<file path="src/rtl/dled_scan_ctrl.sv">
// Multiplexed 7-segment scan controller: refresh divider, digit rotation, anti-ghost
// blanking, frame-coherent snapshot, hex decode and leading-zero suppression.
module dled_scan_ctrl #(
    parameter int DIGITS         = 8,
    parameter int SCAN_DIV       = 50000,
    parameter int BLANK_CYCLES   = 1,
    parameter bit SEG_ACTIVE_LOW = 1'b1,
    parameter bit SEL_ACTIVE_LOW = 1'b1
) (
    input  logic                  Clk,
    input  logic                  Rst,
    input  logic                  en,
    input  logic [4*DIGITS-1:0]   disp_data,
    input  logic [DIGITS-1:0]     dp_i,
    input  logic [DIGITS-1:0]     blank_i,
    input  logic                  lz_en,
    output logic [DIGITS-1:0]     sel,
    output logic [7:0]            seg,
    output logic                  frame_done
);

    localparam int CNT_W = (SCAN_DIV > 1) ? $clog2(SCAN_DIV) : 1;
    localparam int IDX_W = (DIGITS > 1) ? $clog2(DIGITS) : 1;
    localparam logic [CNT_W-1:0]  CNT_MAX   = CNT_W'(SCAN_DIV - 1);
    localparam logic [IDX_W-1:0]  IDX_MAX   = IDX_W'(DIGITS - 1);
    localparam logic [CNT_W-1:0]  BLANK_END = CNT_W'(BLANK_CYCLES);
    localparam logic [DIGITS-1:0] SEL_OFF   = {DIGITS{SEL_ACTIVE_LOW}};
    localparam logic [7:0]        SEG_OFF   = {8{SEG_ACTIVE_LOW}};

    // Active-high segment pattern {g,f,e,d,c,b,a} for one hex nibble.
    function automatic logic [6:0] hex7(input logic [3:0] nib);
        logic [6:0] pat;
        case (nib)
            4'h0: pat = 7'h3F;
            4'h1: pat = 7'h06;
            4'h2: pat = 7'h5B;
            4'h3: pat = 7'h4F;
            4'h4: pat = 7'h66;
            4'h5: pat = 7'h6D;
            4'h6: pat = 7'h7D;
            4'h7: pat = 7'h07;
            4'h8: pat = 7'h7F;
            4'h9: pat = 7'h6F;
            4'hA: pat = 7'h77;
            4'hB: pat = 7'h7C;
            4'hC: pat = 7'h39;
            4'hD: pat = 7'h5E;
            4'hE: pat = 7'h79;
            default: pat = 7'h71;
        endcase
        return pat;
    endfunction

    logic [CNT_W-1:0]    cnt;
    logic [IDX_W-1:0]    idx;
    logic                slot_end;
    logic                frame_end;
    logic                snap_load;
    logic                load_pend;
    logic [4*DIGITS-1:0] snap_data;
    logic [DIGITS-1:0]   snap_dp;
    logic [DIGITS-1:0]   snap_blank;
    logic                snap_lz;

    assign slot_end  = (cnt == CNT_MAX);
    assign frame_end = slot_end && (idx == IDX_MAX);
    assign snap_load = load_pend || !en || frame_end;

    always_ff @(posedge Clk or posedge Rst) begin
        if (Rst) begin
            cnt <= '0;
            idx <= '0;
        end else if (!en) begin
            cnt <= '0;
            idx <= '0;
        end else begin
            cnt <= slot_end ? '0 : cnt + 1'b1;
            if (slot_end) begin
                idx <= (idx == IDX_MAX) ? '0 : idx + 1'b1;
            end
        end
    end

    // Inputs are captured only at frame boundaries so a frame never mixes old and new data.
    always_ff @(posedge Clk or posedge Rst) begin
        if (Rst) begin
            load_pend  <= 1'b1;
            snap_data  <= '0;
            snap_dp    <= '0;
            snap_blank <= '0;
            snap_lz    <= 1'b0;
        end else begin
            load_pend <= 1'b0;
            if (snap_load) begin
                snap_data  <= disp_data;
                snap_dp    <= dp_i;
                snap_blank <= blank_i;
                snap_lz    <= lz_en;
            end
        end
    end

    logic in_blank;
    if (BLANK_CYCLES > 0) begin : g_blank
        assign in_blank = (cnt < BLANK_END);
    end else begin : g_noblank
        assign in_blank = 1'b0;
    end

    // Stage p0: digit mux, effective blanking and decode for the current slot.
    logic [DIGITS-1:0] sel_p0;
    logic [3:0]        nib_p0;
    logic              dp_p0;
    logic              blank_p0;
    logic              zero_above;
    logic              vld_p0;
    logic [7:0]        seg_p0;

    always_comb begin
        sel_p0     = '0;
        nib_p0     = 4'h0;
        dp_p0      = 1'b0;
        blank_p0   = 1'b0;
        zero_above = 1'b1;
        for (int i = DIGITS - 1; i >= 0; i--) begin
            // zero_above: this nibble and every more-significant one are zero
            zero_above = zero_above && (snap_data[4*i +: 4] == 4'h0);
            if (idx == IDX_W'(i)) begin
                sel_p0[i] = 1'b1;
                nib_p0    = snap_data[4*i +: 4];
                dp_p0     = snap_dp[i];
                blank_p0  = snap_blank[i] || (snap_lz && (i != 0) && zero_above);
            end
        end
    end

    assign vld_p0 = en && !load_pend && !in_blank && !blank_p0;
    assign seg_p0 = {dp_p0, hex7(nib_p0)};

    // Stage p1: registered pin drivers, polarity applied after decode.
    always_ff @(posedge Clk or posedge Rst) begin
        if (Rst) begin
            sel        <= SEL_OFF;
            seg        <= SEG_OFF;
            frame_done <= 1'b0;
        end else begin
            sel        <= vld_p0 ? (sel_p0 ^ SEL_OFF) : SEL_OFF;
            seg        <= vld_p0 ? (seg_p0 ^ SEG_OFF) : SEG_OFF;
            frame_done <= en && frame_end;
        end
    end

endmodule

</file>
<file path="config.mk">
export PLATFORM = sky130hd
export DESIGN_NAME = dled_scan_ctrl
export DESIGN_NICKNAME = d
export VERILOG_FILES = /design/src/rtl/dled_scan_ctrl.sv
export SDC_FILE = /design/constraint.sdc
export NUM_CORES = 1
export LEC_CHECK = 0
export CAP_MARGIN = 5
export CORE_ASPECT_RATIO = 0.75
export CORE_MARGIN = 4
export CORE_UTILIZATION = 47
export CTS_BUF_LIST = sky130_fd_sc_hd__clkbuf_4
export DETAILED_ROUTE_END_ITERATION = 10
export GPL_ROUTABILITY_DRIVEN = 0
export PLACE_DENSITY = 0.71
export RECOVER_POWER = 25
export SYNTH_ARGS = -nofsm -noshare
export SYNTH_HDL_FRONTEND = slang
export SYNTH_SLANG_ARGS = --single-unit
</file>
<file path="constraint.sdc">
create_clock -name Clk -period 5.8 [get_ports Clk]
set_input_delay 1.16 -clock Clk [delete_from_list [all_inputs] [get_ports Clk]]
set_output_delay 1.16 -clock Clk [all_outputs]
set_load 0.02 [all_outputs]
</file>
## Yosys cells after proc, flatten, opt, wreduce, memory -nomap -nowiden

Memories as Yosys holds them, arrays and structs flattened.
Cells that the tools add are included.

| word-level totals | value |
|---|---|
| memories kept | 1 |
| register bits | 86 |
| output and inout bits | 17 |
| input bits | 52 |
| ROM bits | 112 |

Memory list:

| memory | depth | width | read ports | clocked after memory_dff | wr ports | RTL line | text |
|---|---|---|---|---|---|---|---|
| (no name shown) | 16 | 7 | 1 | 0 | 0 | 33 | `case (nib)` |

| cells by class | value |
|---|---|
| add/sub/neg operators | 2 |
| muxes and demuxes | 39 |
| $lt $le $gt $ge | 1 |
| eq/ne operators | 9 |
| bitwise gates (word level) | 2 |
| reduce and logical (&&, ||, !) cells | 39 |

Operator list:

| operator | count |
|---|---|
| $mux 16 | 2 |
| $mux 4 | 8 |
| $logic_not 4->1 | 7 |
| $mux 1 | 24 |
| $logic_and 1x1->1 | 18 |
| $add 16x1->16 const B | 1 |
| $eq 16x16->1 const B | 1 |
| $lt 16x1->1 const B | 1 |
| $mux 8 | 2 |
| $not 8->8 | 2 |
| $eq 3x3->1 const B | 4 |
| $logic_or 1x1->1 | 9 |
| $mux 3 | 3 |
| $eq 3x2->1 const B | 2 |
| $logic_not 1->1 | 4 |
| $add 3x1->3 const B | 1 |
| $eq 3x1->1 const B | 1 |
| $logic_not 3->1 | 1 |
| $ne 2x1->1 const B | 1 |

## Longest topological paths before layout

Gate-level depths: netlist of run 1.

| depth | value |
|---|---|
| depth in word-level cells | 14 |
| gate-level depth with buffers | 14 |

## Least setup slack after synthesis of run 1

Ideal clock, no wire load.

| path | value |
|---|---|
| kind | register -> register |
| start | register idx[0] |
| end | register seg[0] |
| path buffers | 2 |
| period minus slack after synthesis | 2.650 ns |
| data required time | 5.719 ns |
| stages on the path, launching flop included | 13 |
| arrival time | 2.569 ns |
| slack | 3.150 ns |
| cells stage by stage | dfrtp_1 > inv_1 > ha_1 > clkbuf_1 > clkbuf_1 > or3_1 > o21ai_0 > a21oi_1 > inv_1 > ha_1 > or3_1 > o221ai_1 > nand2_1 |

| on the way | value |
|---|---|
| longest elaborated chain between the ends | 12 |
| elaborated cells on any way between the ends | 29 |

Ends and longest elaborated chain:

| item | RTL line | text |
|---|---|---|
| start: declaration | 55 | `logic [IDX_W-1:0] idx;` |
| start signal: assignment | 79 | `idx <= (idx == IDX_MAX) ? '0 : idx + 1'b1;` |
| $eq 3x3->1 | 128 | `if (idx == IDX_W'(i)) begin` |
| $mux 4 / $mux 1 (equally long branches) (8 in series) | 128 |  |
| $mem_v2 16x7 / $logic_not 1->1 (equally long branches) | -- |  |
| $not 8->8 (no source line) / $logic_and 1x1->1 (equally long branches) | -- |  |
| $mux 8 (*) | 148 | `seg <= vld_p0 ? (seg_p0 ^ SEG_OFF) : SEG_OFF;` |
| end signal: assignment | 148 |  |
| end: declaration | 18 | `output logic [7:0] seg,` |

Mark *: on every way between the ends. The rest lies on a longest branch, timed or not.
A chain may end at the register's enable or synchronous reset.

## Worst setup path after layout of run 1

| path | value |
|---|---|
| start | register idx[2] |
| end | register seg[3] |

Same word-level chain as after synthesis.

==> summary.md, run 1 <==
| Metric | Value |
|---|---|
| Number of global-route vias before repair | between 3k and 4k |
| Run status | complete, but fails checks |
| Fraction of final layout cells sized beyond drive strength 1 | 0.197 |
| Largest net degree at the start of global routing | 50 |
| Final total negative setup slack | 0 ns |
| Total wire length | 9800 um |
| Endpoints failing hold | 0 |
| First-pass GRT wire length | approximately 16,000 um |
| Final worst clock skew | around 0.012 ns |
| CTS hold repair buffers | 0 |
| Pleak | between 0.002 and 0.0025 uW |
| Cell class contributing the biggest share of worst-path delay | compound AO/OA/AOI/OAI gates |
| Count of H-tree levels built during CTS | 3 |
| PwrDens | ~230 nW/um2 |
| Class of the tightest hold or removal check | register to register |
| Max_slew headroom | -0.418 |
| Routed len/inst | 17.4 um |
| Core area | between 8000 and 9000 um2 |
| Ratio of final minimum period to clock period | 0.638 |
| Final setup violating endpoints | 0 |
| Chip Width | roughly 120 um |
| Count of cell types in the netlist | between 50 and 60 |
| Main flop type after synthesis | dfrtp_1 |
| Ant diodes | 0 |
| Overall fraction of global-route tracks in use | 0.187 |
| Worst-skew pair later-pin latency | roughly 0.44 ns |
| CP required | slightly above 6 ns |
| Worst VDD drop | 0.136 mV |
| Drc violations | 0 |
| Timing-limited maximum frequency | about 270 MHz |
| Proportion of register bits with asynchronous set or reset after synthesis | 1.00 |
| Worst-case register-to-register setup slack | ~2.1 ns |
| CTS sink cnt | 86 |
| Overall via count from detail_route | approximately 3.2k |
| Min Tclk post-route | between 3 and 4 ns |
| Commonest cells after routing, fill and taps aside | dfrtp_1 (69), clkdlybuf4s50_1 (66), mux2_2 (50) |
| Arrival time at the worst endpoint | between 4 and 5 ns |
| Num CTS Buffers | 9 |
| Overall die height | between 90 and 100 um |
| Gate power share | 0.128 |
| Clk buf depth | 2 |
| Number of synthesized flops with an enable pin | 0 |
| Starting density of the core | 0.496 |
| Seq cells post-synth | 86 |
| DRC marker count from the first detailed-route iteration | around 320 |
| Cell Count, Final, Fillers Out | approximately 560 |
| Yosys warning total | 0 |
| Synth Net Count | between 400 and 500 |
| Standard-cell rows | 29 |
| Worst setup path class | register to register |
| Peak per-stage delay on the critical path | 0.87 ns |
| Remaining global-route overflow | 0 |
| Setup bufs post-CTS | 0 |
| Cell internal pwr | roughly 900 uW |
| Number of buffers and inverters on the critical path | 1 |
| Net switching share of the total power | 0.247 |
| Root cell of the clock tree | clkbuf_4 |
| Final-report max-slew violation count | 50 |
| Crit path capture type | register |
| Net Switching | 293 uW |
| Mean area per synthesized cell | 11.1 um2 |
| Worst-margin pin slew | 2.12 ns |
| Number of nets with antenna violations after routing | 0 |
| Clock tree from TritonCTS | built |
| CP max stage cell | dfrtp_1 |
| Worst Path Max Fanout | 27 |
| Antenna violations before repair | 0 |
| Most common library cell in the layout ignoring fill and taps | dfrtp_1 |
| Clock share of power | 0.314 |
| Sequential cell area fraction in the yosys report | 0.505 |
| Netlist area before placement | roughly 4300 um2 |
| Kind of launch point of the worst setup path | register |
| RSZ-0062 raised after global routing | no |
| Top Ports | 69 |
| Total Die Area | roughly 11,000 um2 |
| Failing checks | capacitance limit, slew limit |
| Mean number of vias per cell | ~5.7 |
| Cells along the critical path | inv_1 -> ha_1 -> nor2b_1 -> o21ai_0 -> a22oi_1 -> mux2_2 -> mux2i_1 -> nand2_1 |
| Fill cell instance count of the final layout | between 700 and 800 |
| Net total in the final layout | 518 |
| Placed cell count | about 550 |
| Drt first pass iters | 5 |
| Count of instances resized after the clock tree is built | 0 |
| Clk pin slew, worst setup/hold paths | between 0.1 and 0.15 ns |
| Half-perimeter wire length after placement | 7090 um |
| Reg power frac | 0.558 |
| Area growth, synth to finish | 20.9% |
| Number of port buffers | between 60 and 70 |
| Max Cap Viol | 1 |
| Cell count after synthesis | 389 |
cell usage after synthesis (2+ instances only):
library cell,n,area share
and4_1,3,0.0061
or3_1,4,0.0058
a311oi_1,3,0.0061
clkbuf_1,9,0.0079
buf_4,2,0.0035
o221ai_1,4,0.0081
dfrtp_1,69,0.40
ha_1,15,0.044
mux2_2,50,0.13
a211o_1,2,0.0041
and3_1,4,0.0058
a22oi_1,3,0.0052
nor3_1,9,0.010
or4_1,3,0.0052
nand4_1,2,0.0029
inv_1,14,0.012
mux2i_1,5,0.012
buf_2,6,0.0070
nor2b_1,6,0.0087
o21ai_0,11,0.013
nand2_1,27,0.024
o22ai_1,2,0.0029
dfstp_2,17,0.10
o211ai_1,4,0.0070
a31oi_1,3,0.0044
and2_1,2,0.0029
nand2b_1,5,0.0073
nor4_1,4,0.0058
a21oi_1,19,0.022
xor2_1,10,0.020
xnor2_1,4,0.0081
nor4_2,2,0.0058
nor4b_1,2,0.0041
nand3_1,18,0.021
nor2_1,25,0.022
power by group through the flow:
stage	logic [uW]	registers [uW]	clock network, uW
after floorplan	87.7	670	0
after global placement	150	673	0
after detailed placement	153	675	0
after CTS	154	664	388
after global routing	166	668	410
final	152	664	374
flip-flops by register name, indices dropped and copies added, names as in the netlist:
name        cells
idx             3
snap_data      32
sel             8
frame_done      1
snap_dp         8
seg             8
snap_lz         1
load_pend       1
cnt            16
snap_blank      8
cells by family (layout without fill, tap and decap cells):
kind of cell	after synthesis	count (layout)	synth area share
fa+ha+maj	15	15	0.0436
xor+xnor	14	14	0.0285
buf+inv	34	101	0.0349
mux	55	55	0.142
other cells	1	1	0.000872
simple gates	122	122	0.149
flops	86	86	0.505
compound gates	62	62	0.0960
per-stage QoR:
step | util | cell area, um2 | worst slack, ns | hold slack [ns] | power [uW]
2_1_floorplan | - | 4300 | 2.45 | 0.447 | 758
4_1_cts | 0.601 | 5210 | 2.19 | 0.490 | 1210
3_5_place_dp | 0.583 | 5060 | 2.24 | 0.471 | 827
6_report | 0.600 | 5200 | 2.10 | 0.483 | 1190
5_1_grt | 0.600 | 5200 | 1.77 | 0.498 | 1240
3_3_place_gp | 0.583 | 5060 | 2.46 | 0.469 | 823
worst register-to-register path, stage by stage (launching register included):
cell     delay [ns]
dfrtp_1        0.87
inv_1          0.29
ha_1           0.41
nor2b_1        0.39
o21ai_0        0.20
a22oi_1        0.84
mux2_2         0.42
mux2i_1        0.14
nand2_1        0.07
final cells by class:
type,instances,area (um2),area share
Multi-Input combinational cell,269,1990,0.382
Clock inverter,7,86.3,0.0166
Inverter,15,57.6,0.0111
Tap cell,108,135,0.0260
Sequential cell,86,2170,0.418
Clock buffer,9,67.6,0.0130
Timing Repair Buffer,70,696,0.134
final timing paths:
kind	endpoint	cells past startpoint	startpoint
setup / recovery	seg[3]	8	idx[2]
hold / removal	cnt[0]	1	cnt[0]
setup reg to reg	seg[3]	8	idx[2]
hold reg to reg	cnt[0]	1	cnt[0]
max in group asynchronous	seg[3]	3	Rst
min in group asynchronous	cnt[3]	2	Rst
per-layer routing:
layer  vias up  GRT usage  share of wire
met5         -          0              0
met4         0     0.0521          0.015
met3        18     0.0564          0.078
met2       141      0.272           0.44
met1      1539      0.272           0.47
li1       1509          -              -
(Power assumes the default switching activity.)
==> inputs of run 2 (changes only) <==
==> constraint.sdc (replaced) <==
create_clock -name Clk -period 3.56 [get_ports Clk]
set_input_delay 0.712 -clock Clk [delete_from_list [all_inputs] [get_ports Clk]]
set_output_delay 0.712 -clock Clk [all_outputs]
set_load 0.02 [all_outputs]
==> run 2 against run 1 <==
The flow still finishes with violations (capacitance limit, slew limit). Register-to-register slack lost 1.6 ns. Cell area grew 0.38%. Non-clock buffer count grew 4. Global-route usage grew 0.11 points.
==> summary.md, run 2 (synthesis gave the netlist of run 1 again) <==
| Metric | Value |
|---|---|
| Run status | complete, but fails checks |
| Failing checks | capacitance limit, slew limit |
| Kind of launch point of the worst setup path | register |
| Starting density of the core | 0.496 (unchanged) |
| Worst setup margin | 0.502 ns (-1.60 ns) |
| Drc violations | 0 (unchanged) |
| Total Die Area | 10,800 um2 (unchanged) |
| Clk buf depth | 2 (unchanged) |
| Power, Total | 1880 uW (+58%) |
| Final total negative setup slack | 0 ns (unchanged) |
| Number of global-route vias before repair | 3,182 (+0.094%) |
| Top Ports | 69 (unchanged) |
| Largest net degree at the start of global routing | 66 (+32%) |
| Max_slew headroom | -0.0457 (+0.372) |
| Register containing the most flip-flops in the final layout | snap_data |
| Worst VDD drop | 0.238 mV (+75%) |
| Fraction of final layout cells sized beyond drive strength 1 | 0.207 (+0.00915) |
| Setup bufs post-CTS | 0 (unchanged) |
| Min Tclk post-route | 3.06 ns (-0.640 ns) |
| First-pass GRT wire length | 16,300 um (+0.38%) |
| Root cell of the clock tree | clkbuf_4 |
| Most common cell type on the critical path | a21oi_1 |
| Num CTS Buffers | 9 (unchanged) |
| Worst-margin pin slew | 1.57 ns (-0.547 ns) |
| Number of flip-flops in the largest register | 32 (unchanged) |
| Mean number of vias per cell | 5.59 (-1.7%) |
| Cell class contributing the biggest share of worst-path delay | compound AO/OA/AOI/OAI gates |
| Clock tree from TritonCTS | built |
| Ratio of final minimum period to clock period | 0.859 (+0.221) |
| Timing-limited maximum frequency | 327 MHz (+21%) |
| Met3 usage | 0.0507 (-0.00564) |
| Max Cap Viol | 1 (unchanged) |
| Antenna violations before repair | 0 (unchanged) |
| Cells along the critical path | inv_1 -> ha_1 -> or2_1 -> a21oi_1 -> a2bb2oi_1 -> a21oi_1 -> a21oi_1 -> inv_1 -> ha_1 -> or3_1 -> o221ai_1 -> nand2_1 |
| CTS hold repair buffers | 0 (unchanged) |
| Crit path capture type | register |
| Count of H-tree levels built during CTS | 3 (unchanged) |
| Layout Utilization | 0.602 (+0.00231) |
| Post-Place Worst Slack | 0.573 ns (-1.67 ns) |
| Overall fraction of global-route tracks in use | 0.189 (+0.00113) |
| Clk pin slew, worst setup/hold paths | 0.13 ns (about the same) |
| Overall die height | 90.9 um (unchanged) |
| Number of port buffers | 68 (unchanged) |
| Total wire length | 9780 um (-0.27%) |
| Count of instances resized after the clock tree is built | 0 (unchanged) |
| Most common library cell in the layout ignoring fill and taps | dfrtp_1 |
| PwrDens | 359 nW/um2 (+57%) |
| Standard-cell rows | 29 (unchanged) |
| CP required | 3.93 ns (-2.24 ns) |
| Worst setup path class | register to register |
| Routed len/inst | 17.2 um (-1.1%) |
| Fill cell instance count of the final layout | 729 (+2.8%) |
| Core area | 8670 um2 (unchanged) |
| CP max stage cell | ha_1 |
| Chip Width | 118 um (unchanged) |
| Remaining global-route overflow | 0 (unchanged) |
| Worst-skew pair later-pin latency | 0.44 ns (about the same) |
| Peak per-stage delay on the critical path | 0.48 ns (-0.39 ns) |
| Endpoints failing hold | 0 (unchanged) |
| Final worst clock skew | 0.0154 ns (+0.00298 ns) |
| Largest regs | snap_data: 32 flops, cnt: 16 flops |
| Commonest cells after routing, fill and taps aside | dfrtp_1 (69), clkdlybuf4s50_1 (66), mux2_2 (50) |
| Layer with the highest usage after global routing | met2 |
| Combined flip-flop and latch cell area | 2170 um2 (unchanged) |
| Number of nets with antenna violations after routing | 0 (unchanged) |
| Worst Path Max Fanout | 14 (-48%) |
| GRT met1 Usage | 0.271 (-0.000984) |
| DRC marker count from the first detailed-route iteration | 255 (-21%) |
| Number of buffers and inverters on the critical path | 2 (+1) |
| Net total in the final layout | 522 (+0.77%) |
| Met2 GRT Util | 0.279 (+0.00713) |
| Half-perimeter wire length after placement | 7310 um (+3.1%) |
| Area growth, synth to finish | 21.4% |
| Pleak | 0.00212 uW (about the same) |
| Class of the tightest hold or removal check | register to register |
| Arrival time at the worst endpoint | 3.43 ns (-0.64 ns) |
| CTS sink cnt | 86 (unchanged) |
| Overall via count from detail_route | 3,182 (-0.78%) |
| Area taken by multi-input logic gates | 1990 um2 (+0.31%) |
| Drt first pass iters | 4 (-1) |
| Final setup violating endpoints | 0 (unchanged) |
| RSZ-0062 raised after global routing | no |
| Final-report max-slew violation count | 66 (+32%) |
run 2: changes by cell type in the layout (fill, tap and decap cells not counted), sizes merged:
cell,before,now
diode,0,1
clkbuf,9,11
buf,2,5
clkinvlp,1,3
bufinv,2,1
inv,15,13
run 2: worst reg2reg max path, cell delays in order (launching register included):
cell and delay (ns):
dfrtp_1 0.43, inv_1 0.09, ha_1 0.48, or2_1 0.20
a21oi_1 0.16, a2bb2oi_1 0.20, a21oi_1 0.10, a21oi_1 0.42
inv_1 0.17, ha_1 0.24, or3_1 0.36, o221ai_1 0.07
nand2_1 0.07
run 2: area by class of cell:
class                      instances  area share
antenna                            1    0.000479
clock buffer                      10      0.0144
clock inverter                     6      0.0120
inverter                          15      0.0110
multi-input combinational        269       0.382
sequential                        86       0.416
tap                              108      0.0259
timing repair buffer              74       0.138
run 2: stage by stage:
step           hold slack, ns  area (um2)  cells
6_report                0.492        5220    569
5_1_grt                 0.527        5220    568
4_1_cts                 0.495        5240    568
3_5_place_dp            0.478        5100    552
3_3_place_gp            0.470        5100    552
2_1_floorplan           0.447        4300    389
run 2: path summary, 6_finish.rpt:
path | startpoint | end | slack (ns) | depth (start not counted)
max in group asynchronous | Rst | snap_data[23] | 0.71 | 3
min in group asynchronous | Rst | snap_data[27] | 0.87 | 2
worst min-delay path | cnt[0] | cnt[0] | 0.49 | 1
worst max-delay path | idx[1] | seg[0] | 0.50 | 12
worst min register to register | cnt[0] | cnt[0] | 0.49 | 1
worst max register to register | idx[1] | seg[0] | 0.50 | 12
run 2: report_power, final:
part	switching, uW	leakage, uW	total (uW)	internal, uW
clock	326	0.0000700	545	219
combinational	107	0.00102	248	140
sequential	43.4	0.00103	1080	1040
total	477	0.00212	1880	1400
run 2: metal layers:
metal,share of wire,up-vias
li1,-,1526
met1,0.50,1559
met2,0.44,81
met3,0.048,16
met4,0.013,0
met5,0,-
==> inputs of run 3 (changes only) <==
--- a/config.mk
+++ b/config.mk
@@ -5,6 +5,7 @@
 export SDC_FILE = /design/constraint.sdc
 export NUM_CORES = 1
 export LEC_CHECK = 0
+export ABC_AREA = 1
 export CAP_MARGIN = 5
 export CORE_ASPECT_RATIO = 0.75
 export CORE_MARGIN = 4
@@ -12,6 +13,7 @@
 export CTS_BUF_LIST = sky130_fd_sc_hd__clkbuf_4
 export DETAILED_ROUTE_END_ITERATION = 10
 export GPL_ROUTABILITY_DRIVEN = 0
+export GPL_TIMING_DRIVEN = 0
 export PLACE_DENSITY = 0.71
 export RECOVER_POWER = 25
 export SYNTH_ARGS = -nofsm -noshare
==> run 3 against run 2 <==
The flow now finishes without violations. Combinational power rose by 8.5%. Largest power group unchanged. Cell area increased by 5.9%. Clock-buffer cell count decreased by 1. Die area is 3.4% higher. Area after synthesis rose by 3.7%. Total power grew 12%. Core utilization is 0.19 points higher.
==> summary.md, run 3 <==
| Metric | Value |
|---|---|
| Run status | finished, final reports clean |
| Final setup violating endpoints | 0 (unchanged) |
| Worst hold margin | 0.493 ns (+0.000589 ns) |
| Crit path capture type | register |
| Setup bufs post-CTS | 0 (unchanged) |
| Cell count after synthesis | 531 (+37%) |
| Worst-case register-to-register setup slack | 0.89 ns (+0.39 ns) |
| Kind of launch point of the worst setup path | register |
| Most frequent cell after synthesis | nand2_1 |
| Proportion of register bits with asynchronous set or reset after synthesis | 1.00 (unchanged) |
| Routed len/inst | 14.4 um (-16%) |
| Clock tree from TritonCTS | built |
| Number of nets with antenna violations after routing | 0 (unchanged) |
| Cell class contributing the biggest share of worst-path delay | simple AND/OR/NAND/NOR gates |
| Largest net degree at the start of global routing | 58 (-12%) |
| Net switching share of the total power | 0.246 (-0.00823) |
| Seq cells post-synth | 86 (unchanged) |
| Class of the tightest hold or removal check | register to register |
| Drc violations | 0 (unchanged) |
| Area share of fa/ha/maj cells after synthesis | 0.0421 (-0.00154) |
| Total wire length | 10,700 um (+9.4%) |
| Arrival time at the worst endpoint | 3.04 ns (-0.39 ns) |
| Mean area per synthesized cell | 8.40 um2 (-24%) |
| Peak per-stage delay on the critical path | 0.59 ns (+0.11 ns) |
| Cell types with the highest counts after synthesis | nand2_1 (123), dfrtp_1 (69), inv_1 (69), nor2_1 (38), nand3_1 (34) |
| Standard-cell rows | 30 (+3.4%) |
| Timing-limited maximum frequency | 374 MHz (+14%) |
| Endpoints failing hold | 0 (unchanged) |
| Root cell of the clock tree | clkbuf_4 |
| CP max stage cell | dfrtp_1 |
| Synth top area cells | dfrtp_1 (39%), nand2_1 (10%), dfstp_2 (10%) |
| DRC marker count from the first detailed-route iteration | 321 (+26%) |
| Most common library cell in the layout ignoring fill and taps | nand2_1 |
| Yosys warning total | 0 (unchanged) |
| Clk pin slew, worst setup/hold paths | 0.13 ns (about the same) |
| Cells along the critical path | ha_1 -> nand2_1 -> nand2_1 -> nand2_1 -> nand2_1 -> nand2_1 -> nand3_1 -> nand3_1 -> nand2_1 -> nand2_1 -> nand2_1 -> inv_1 -> ha_1 -> inv_1 -> nand3_1 -> nand3_1 -> nand2_1 -> inv_1 -> nand2_1 |
| Number of synthesized flops with an enable pin | 0 (unchanged) |
| Max Cap Viol | 0 (-1) |
| Register containing the most flip-flops in the final layout | snap_data |
| Netlist area before placement | 4460 um2 (+3.7%) |
| Parity-gate share of the synthesized area counting xor and xnor cells | 0 (-0.0285) |
| Dominant combinational cell family by area after synthesis | simple AND/OR/NAND/NOR gates |
| RSZ-0062 raised after global routing | no |
| Reg2reg start | idx[2] |
| Area growth, synth to finish | 24.1% |
| Simple-gate share of the synthesized area | 0.236 (+0.0870) |
| Number of port buffers | 68 (unchanged) |
| Reg power frac | 0.507 (-0.070) |
| Number of flip-flops in the largest register | 32 (unchanged) |
| Ratio of final minimum period to clock period | 0.751 (-0.108) |
| First-pass GRT wire length | 18,100 um (+11%) |
| Ant diodes | 0 (-1) |
| Synth Net Count | 598 (+31%) |
| Layout Utilization | 0.604 (+0.00187) |
| Overall die height | 92.4 um (+1.7%) |
| Sequential cell area fraction in the yosys report | 0.487 (-0.0179) |
| Chip Width | 120 um (+1.7%) |
| Share of the synthesized area in the top cell type | 0.387 (-0.0142) |
| Mean number of vias per cell | 5.05 (-9.7%) |
| Cell taking the most area after synthesis | dfrtp_1 |
| Net total in the final layout | 678 (+30%) |
| Worst setup path class | register to register |
| Worst-skew pair later-pin latency | 0.45 ns (about the same) |
| Most common cell type on the critical path | nand2_1 |
| Count of cell types in the netlist | 36 (-36%) |
| Worst Path Max Fanout | 9 (-5) |
| Count of H-tree levels built during CTS | 3 (unchanged) |
| Core area | 9160 um2 (+5.6%) |
| Worst hold start | cnt[0] |
| CTS sink cnt | 86 (unchanged) |
| PwrDens | 378 nW/um2 (+5.3%) |
| Min Tclk post-route | 2.67 ns (-0.386 ns) |
| Pleak | 0.00261 uW (+23%) |
| Gate power share | 0.128 (-0.004) |
| Half-perimeter wire length after placement | 8060 um (+10%) |
| Remaining global-route overflow | 0 (unchanged) |
| Power, Total | 2090 uW (+12%) |
| Worst hold path endpoint | cnt[0] |
| Drt first pass iters | 4 (unchanged) |
| Starting density of the core | 0.487 (-0.00915) |
| Final worst clock skew | 0.0172 ns (+0.00186 ns) |
| Worst VDD drop | 0.318 mV (+34%) |
| Hold Path Depth | 1 (unchanged) |
| Proportion of synthesized area in mux cells | 0.0429 (-0.0996) |
| CTS hold repair buffers | 0 (unchanged) |
| Path depth of the worst reg2reg path | 19 (+7) |
| CP required | 3.92 ns (about the same) |
| Commonest cells after routing, fill and taps aside | nand2_1 (123), dfrtp_1 (69), inv_1 (68) |
| Fill cell instance count of the final layout | 828 (+14%) |
| Max_slew headroom | 0.0521 (+0.0978) |
| Clock share of power | 0.364 (+0.073) |
| Final total negative setup slack | 0 ns (unchanged) |
| Worst-margin pin slew | 1.41 ns (-0.155 ns) |
| Antenna violations before repair | 0 (unchanged) |
| Num CTS Buffers | 9 (unchanged) |
| Fraction of final layout cells sized beyond drive strength 1 | 0.135 (-0.0718) |
| Number of global-route vias before repair | 3,623 (+14%) |
| Overall fraction of global-route tracks in use | 0.203 (+0.0140) |
| Largest regs | snap_data: 32 flops, cnt: 16 flops |
| Main flop type after synthesis | dfrtp_1 |
| Complex-gate fraction of the synthesized area | 0.101 (+0.00502) |
| Net Switching | 515 uW (+8.0%) |
| Cell internal pwr | 1580 uW (+13%) |
| Final-report max-slew violation count | 0 (-100%) |
| Total Die Area | 11,100 um2 (+3.4%) |
| Overall via count from detail_route | 3,755 (+18%) |
| Count of instances resized after the clock tree is built | 0 (unchanged) |
| Clk buf depth | 2 (unchanged) |
| Top Ports | 69 (unchanged) |
| Reg2Reg Capture Point | seg[0] |
| Number of buffers and inverters on the critical path | 3 (+1) |
[run 3: cell count changes in the layout (fill, tap and decap cells not counted), moves of 17 or more]
cell,change
inv_1,+55
mux2_1,+17
nand2_1,+96
o21ai_1,+33
nand2_2,+19
mux2_2,-50
[run 3: worst register-to-register path: stages, from the launching register on]
cell and delay [ns]:
dfrtp_1 0.59, ha_1 0.35, nand2_1 0.08, nand2_1 0.07
nand2_1 0.06, nand2_1 0.10, nand2_1 0.06, nand3_1 0.08
nand3_1 0.07, nand2_1 0.08, nand2_1 0.05, nand2_1 0.17
inv_1 0.12, ha_1 0.26, inv_1 0.10, nand3_1 0.12
nand3_1 0.11, nand2_1 0.05, inv_1 0.04, nand2_1 0.06
[run 3: stage by stage]
stage | setup WS [ns] | cell area, um2 | cells
final | 0.887 | 5530 | 744
after global routing | 0.605 | 5530 | 744
after CTS | 0.907 | 5540 | 744
after detailed placement | 0.932 | 5330 | 728
after global placement | -0.670 | 5300 | 727
after floorplan | 0.654 | 4460 | 531
[run 3: layout make-up]
type	count	area (um2)	share of cell area
flip-flops and latches	86	2170	0.393
multi-input cells	351	1880	0.340
inverters	83	318	0.0574
clock inverters	7	136	0.0246
well taps	128	160	0.0289
plain buffers	11	86.3	0.0156
clock buffers	9	67.6	0.0122
repair buffers	69	708	0.128
[run 3: how the worst max path moves through the flow]
stage,start,end,slack [ns],depth (start not counted)
2_1_floorplan,Rst,cnt[0],0.65,1
3_3_place_gp,Rst,snap_data[31],-0.67,2
3_5_place_dp,idx[2],seg[0],0.93,19
4_1_cts,idx[2],seg[0],0.91,19
5_1_grt,idx[2],seg[0],0.60,19
6_report,idx[2],seg[0],0.89,19
[run 3: metal layers]
| layer | share of wire | track usage | vias to the layer above |
|---|---|---|---|
| met2 | 0.45 | 0.311 | 126 |
| li1 | - | - | 1859 |
| met3 | 0.059 | 0.0482 | 11 |
| met1 | 0.48 | 0.296 | 1759 |
| met4 | 0.0089 | 0.0387 | 0 |
| met5 | 0 | 0 | - |
[run 3: power by group through the flow]
stage	combinational [uW]	sequential, uW	clock (uW)
after global placement	259	1080	0
after CTS	272	1060	775
final	269	1060	763
after detailed placement	271	1080	0
after global routing	303	1070	816
after floorplan	152	1080	0
[run 3: cell families after synthesis]
family	count (synthesis)
DFF	86
other	1
muxes	17
and+or+nand+nor	237
AOI/OAI and AO/OA	81
adders and majority gates	15
buffers and inverters	94
